[config.mk]
export PLATFORM = sky130hd
export DESIGN_NAME = stack_unit
export DESIGN_NICKNAME = d
export VERILOG_FILES = /design/src/rtl/stack_pkg.sv /design/src/rtl/stack_regfile.sv /design/src/rtl/stack_unit.sv
export SDC_FILE = /design/constraint.sdc
export NUM_CORES = 1
export LEC_CHECK = 0
export BUFFER_PORTS_ARGS = -buffer_cell sky130_fd_sc_hd__buf_2
export CORE_MARGIN = 3
export CORE_UTILIZATION = 55
export CTS_BUF_LIST = sky130_fd_sc_hd__clkbuf_4 sky130_fd_sc_hd__clkbuf_8 sky130_fd_sc_hd__clkbuf_16
export CTS_CLUSTER_SIZE = 14
export DETAILED_ROUTE_END_ITERATION = 8
export GPL_TIMING_DRIVEN = 0
export PLACE_DENSITY = 0.72
export SLEW_MARGIN = 20
export SYNTH_ARGS = -nofsm -noshare
export SYNTH_HDL_FRONTEND = slang
export SYNTH_HIERARCHICAL = 1
export SYNTH_SLANG_ARGS = --single-unit
[constraint.sdc]
create_clock -name clk -period 7.19 [get_ports clk]
set_clock_uncertainty 0.05 [all_clocks]
set_input_delay 0 -clock clk [delete_from_list [all_inputs] [get_ports clk]]
set_output_delay 0 -clock clk [all_outputs]
set_load 0.05 [all_outputs]
[src/rtl/stack_pkg.sv]
// Shared constants and types for the operand stack: default geometry,
// push-source encodings and the error-status state encoding.
package stack_pkg;

  localparam int WORD_W      = 8;
  localparam int STACK_DEPTH = 8;

  localparam logic SRC_ALU = 1'b0;
  localparam logic SRC_MDR = 1'b1;

  typedef enum logic {
    ERR_OK  = 1'b0,
    ERR_SET = 1'b1
  } stack_err_e;

  // Pointer width able to hold every value 0..depth inclusive.
  function automatic int ptr_width(input int depth);
    return $clog2(depth) + 1;
  endfunction

endpackage

[src/rtl/stack_regfile.sv]
// Stack storage: DEPTH x WIDTH registers, async clear, one synchronous
// write port and one combinational read port.
module stack_regfile #(
  parameter int WIDTH = 8,
  parameter int DEPTH = 8,
  parameter int AW    = $clog2(DEPTH)
) (
  input  logic             clk,
  input  logic             i_rst_n,
  input  logic             i_we,
  input  logic [AW-1:0]    i_waddr,
  input  logic [WIDTH-1:0] i_wdata,
  input  logic [AW-1:0]    i_raddr,
  output logic [WIDTH-1:0] o_rdata
);

  logic [WIDTH-1:0] r_mem [DEPTH];
  logic [DEPTH-1:0] w_we_vec;

  // One-hot write enable so each entry sees a simple load condition.
  for (genvar gi = 0; gi < DEPTH; gi++) begin : g_we
    assign w_we_vec[gi] = i_we && (i_waddr == AW'(gi));
  end

  always_ff @(posedge clk or negedge i_rst_n) begin
    if (!i_rst_n) begin
      for (int i = 0; i < DEPTH; i++) begin
        r_mem[i] <= '0;
      end
    end else begin
      for (int i = 0; i < DEPTH; i++) begin
        if (w_we_vec[i]) begin
          r_mem[i] <= i_wdata;
        end
      end
    end
  end

  assign o_rdata = r_mem[i_raddr];

endmodule

[src/rtl/stack_unit.sv]
// Operand stack for the stack-machine datapath: owns the stack pointer,
// push-data select, occupancy flags and the sticky error state machine.
module stack_unit
  import stack_pkg::*;
#(
  parameter int WIDTH = WORD_W,
  parameter int DEPTH = STACK_DEPTH
) (
  input  logic                     clk,
  input  logic                     reset,
  input  logic                     push,
  input  logic                     pop,
  input  logic                     stack_src,
  input  logic [WIDTH-1:0]         alu_result,
  input  logic [WIDTH-1:0]         mdr,
  input  logic                     clear_err,
  output logic [WIDTH-1:0]         tos,
  output logic [$clog2(DEPTH):0]   count,
  output logic                     empty,
  output logic                     full,
  output logic                     overflow,
  output logic                     underflow
);

  localparam int AW    = $clog2(DEPTH);
  localparam int PTR_W = ptr_width(DEPTH);

  logic [PTR_W-1:0] r_sp;
  logic [PTR_W-1:0] w_sp_next;
  logic             w_empty;
  logic             w_full;
  logic [WIDTH-1:0] w_push_data;
  logic             w_replace;
  logic             w_we;
  logic [AW-1:0]    w_top_addr;
  logic [AW-1:0]    w_waddr;
  logic [WIDTH-1:0] w_rd_data;
  logic             w_ovf_ev;
  logic             w_udf_ev;

  stack_err_e       r_err_state;
  stack_err_e       w_err_next;
  logic             r_ovf;
  logic             r_udf;
  logic             w_ovf_next;
  logic             w_udf_next;

  assign w_empty     = (r_sp == '0);
  assign w_full      = (r_sp == PTR_W'(DEPTH));
  assign w_push_data = (stack_src == SRC_MDR) ? mdr : alu_result;

  // Low bits of sp-1 wrap to DEPTH-1 when the stack is full, which is the top.
  assign w_top_addr  = r_sp[AW-1:0] - AW'(1);

  // Push+pop on a non-empty stack overwrites the top in place.
  assign w_replace   = push && pop && !w_empty;
  assign w_we        = push && (w_replace || !w_full);
  assign w_waddr     = w_replace ? w_top_addr : r_sp[AW-1:0];

  assign w_ovf_ev    = push && !pop && w_full;
  assign w_udf_ev    = pop && !push && w_empty;

  always_comb begin
    w_sp_next = r_sp;
    if (push && !pop && !w_full) begin
      w_sp_next = r_sp + PTR_W'(1);
    end else if (push && pop && w_empty) begin
      w_sp_next = r_sp + PTR_W'(1);
    end else if (pop && !push && !w_empty) begin
      w_sp_next = r_sp - PTR_W'(1);
    end
  end

  always_ff @(posedge clk or negedge reset) begin
    if (!reset) begin
      r_sp <= '0;
    end else begin
      r_sp <= w_sp_next;
    end
  end

  stack_regfile #(
    .WIDTH (WIDTH),
    .DEPTH (DEPTH),
    .AW    (AW)
  ) u_regfile (
    .clk     (clk),
    .i_rst_n (reset),
    .i_we    (w_we),
    .i_waddr (w_waddr),
    .i_wdata (w_push_data),
    .i_raddr (w_top_addr),
    .o_rdata (w_rd_data)
  );

  // Error machine: state register.
  always_ff @(posedge clk or negedge reset) begin
    if (!reset) begin
      r_err_state <= ERR_OK;
      r_ovf       <= 1'b0;
      r_udf       <= 1'b0;
    end else begin
      r_err_state <= w_err_next;
      r_ovf       <= w_ovf_next;
      r_udf       <= w_udf_next;
    end
  end

  // Error machine: next state; a fresh event always beats clear_err.
  always_comb begin
    w_err_next = r_err_state;
    w_ovf_next = r_ovf;
    w_udf_next = r_udf;
    case (r_err_state)
      ERR_OK: begin
        if (w_ovf_ev || w_udf_ev) begin
          w_err_next = ERR_SET;
          w_ovf_next = w_ovf_ev;
          w_udf_next = w_udf_ev;
        end
      end
      ERR_SET: begin
        if (w_ovf_ev || w_udf_ev) begin
          w_err_next = ERR_SET;
          w_ovf_next = w_ovf_ev || (r_ovf && !clear_err);
          w_udf_next = w_udf_ev || (r_udf && !clear_err);
        end else if (clear_err) begin
          w_err_next = ERR_OK;
          w_ovf_next = 1'b0;
          w_udf_next = 1'b0;
        end
      end
      default: begin
        w_err_next = ERR_OK;
        w_ovf_next = 1'b0;
        w_udf_next = 1'b0;
      end
    endcase
  end

  // Error machine and status outputs.
  always_comb begin
    overflow  = r_ovf;
    underflow = r_udf;
    empty     = w_empty;
    full      = w_full;
    count     = r_sp;
    tos       = w_empty ? '0 : w_rd_data;
  end

endmodule

==> summary.txt <==
Critical path
  • WP data arrival: approximately 3200 ps
  • Max incr delay on CP: around 450 ps
  • Kind of end point of the critical path: primary output
  • Kind of critical path: flip-flop to primary output
  • CP Max Fanout: 10
  • Worst path required time: roughly 7000 ps
  • Startpoint class of the critical path: flip-flop
  • Slowest cell on the critical path: dfrtp_1
  • Most frequent CP cell: buf_2
  • CP cell instances: inv_1, ha_1, buf_6, xor2_1, clkbuf_1, buf_2, mux4_1, mux2_2, nor2b_1, buf_2

Logic synthesis
  • Sequential share of the synthesized area: 0.471
  • Most used flip-flop cell after synthesis: dfrtp_1
  • Area contributors post-synth: dfrtp_1, mux2_2, mux4_1
  • Syn avg cell area: 14.1 sq um
  • Most common library cells after synthesis: mux2_2, dfrtp_1, mux4_1
  • FFs w/ async S/R, synth: 1.00
  • Flops & latches, synth: 71
  • Distinct cells, synth: 41
  • Syn nets: 291
  • Largest area contributor in the netlist: dfrtp_1
  • Post-synthesis cell count: about 270
  • Synth warnings: 6
  • Mapped Area: 3770 sq um
  • Share of the synthesized area in the top cell type: 0.471
  • Post-synth EDFFs: 0
  • Top-count cell post-synth: mux2_2

Floorplanning
  • Ports: 38
  • Die width: 88.8 microns
  • Core ar.: approximately 6500 sq um
  • Die height: 88.8 microns
  • Row Count: 29
  • DIE AREA: slightly below 8000 sq um
  • Initial Util: 0.581

Timing
  • Part of the cycle the worst path needs: 0.453
  • Measured slew at the worst slew-check pin: about 760 ps
  • Time the worst path needs with I/O delays and setup: 3260 ps
  • Max Slew Vio Count: 0
  • RSZ-0062 raised after global routing: false
  • Fin. Hold Viols: 0
  • Final TNS setup: 0 ps
  • Final WS setup: between 3000 and 4000 ps
  • Relative slew slack: 0.494
  • F_max: 307 MHz
  • Final setup viols: 0

Detailed routing
  • Number of remaining DRC errors: 0
  • Initial DRC Count: 124
  • Total number of vias: 2,399
  • Detailed Routing Iterations Pass 1: 4
  • Routed Antenna Nets: 0
  • WL per Instance: approximately 19 microns
  • Vias per cell: 6.01
  • Final wirelength: around 7700 microns

Placed design
  • IO Port Bufs: 36
  • Inst Count DP: between 300 and 400
  • Gpl congestion: 0.782
  • Place WS: 3990 ps
  • Post-DP HPWL: 4930 microns

Clock tree
  • Clock tree root buffer cell: clkbuf_8
  • Clock Path Buffers: 2
  • Clk sink count: 71
  • Clock-pin slew on the worst setup and hold paths: 70 ps
  • Post-CTS Setup Bufs: 0
  • CTS Buf Count: 9
  • Clk Latency, worst-skew pair: 340 ps
  • CTS H-tree lvls: 3
  • CTS-repair resized insts: 0
  • CTS tree: built

Job
  • MaxCap Viol Count: 0

Cells and area
  • Layout Cells excl Fill: ~400
  • FF/Latch Area: 1780 sq um
  • FILL cells: 500
  • Layout cell share with drive strength beyond 1: 0.478
  • Antenna Diode Count: 0
  • Area of the multi-input gates: around 1800 sq um
  • Final net count: 341
  • Layout overhead on the synthesized area: 15.3%

Global route
  • Global route total overflow: 0
  • Vias in the first global route: 2,398
  • First-pass GRT wire length: 12,300 microns
  • Gr usage total: 0.214
  • Initial antenna violation count: 0
  • Largest net degree at the start of global routing: 58

Run status
  • Outcome: finished clean

Hold path
  • Worst Hold Class: input port to async pin
-- per-stage QoR --
stage	utilization	cell area [sq um]	hold WS (ps)
finish	0.669	4350	5.69
detailed placement	0.628	4080	-172
global placement	0.623	4050	268
global route	0.669	4350	11.0
floorplan	-	3770	-346
CTS	0.669	4350	1.24
-- path summary, 6_finish.rpt --
| kind | from | end | slack, ps | depth (start not counted) |
|---|---|---|---|---|
| worst max-delay path | count[0] | tos[6] | 3930 | 10 |
| worst min-delay path | reset | u_regfile/r_mem[9] | 6 | 2 |
| worst max register to register | count[1] | u_regfile/r_mem[34] | 3960 | 10 |
| worst min register to register | u_regfile/r_mem[56] | u_regfile/r_mem[56] | 450 | 1 |
| max in group asynchronous | reset | u_regfile/r_mem[0] | 6550 | 3 |
| min in group clk | push | overflow | 20 | 3 |
-- registers in the layout, summed over array words and instances, names as in the netlist --
register / cells
underflow: 1
u_regfile/r_mem: 64
overflow: 1
count: 4
r_err_state: 1
-- cell type report --
type,instances,area share
multi-input combinational,170,0.425
sequential,71,0.409
timing repair buffer,39,0.0530
clock buffer,11,0.0334
buffer,19,0.0273
clock inverter,5,0.0239
tap,77,0.0222
inverter,7,0.00604
-- per-layer routing --
layer / share of wire / track usage
met5: 0 / 0
met4: 0.022 / 0.0934
met3: 0.036 / 0.0419
met2: 0.48 / 0.339
met1: 0.47 / 0.286
-- worst max-delay path, delay by kind of cell, from the launching register on --
kind	cells	cell delay, ps
buffers and inverters	5	1300
xor gates and xnor gates	1	140
adders and majority gates	1	230
muxes	2	600
and+or+nand+nor	1	150
DFF	1	450
-- kinds of logic (layout without fill, tap and decap cells) --
| kind of cell | Yosys count | in the layout | synth area share |
|---|---|---|---|
| AO/OA/AOI/OAI | 21 | 21 | 0.0392 |
| XOR/XNOR | 3 | 3 | 0.00697 |
| adder cells (fa/ha/maj) | 2 | 2 | 0.00663 |
| buffers and inverters | 26 | 81 | 0.0385 |
| flip-flops | 71 | 71 | 0.471 |
| multiplexers | 98 | 98 | 0.355 |
| AND/OR/NAND/NOR | 46 | 46 | 0.0826 |
-- placed cells by master, fill, tap and decap left out, drive strengths merged, types with 4 or more instances in the layout --
cell type,instances
inv,8
mux2,81
nor2b,13
dfrtp,71
nand2,5
mux4,16
o21ai,4
buf,52
clkbuf,15
a21oi,7
nor2,8
-- repair_timing --
item / in CTS / in global routing
hold buffers: 2 / 0
endpoints found under the hold margin: 73 / 0
setup endpoints to repair: 0 / 0
Power is left out: the tool's default activity adds up to more than one toggle a clock period on the data nets, which glitch-free logic cannot reach.
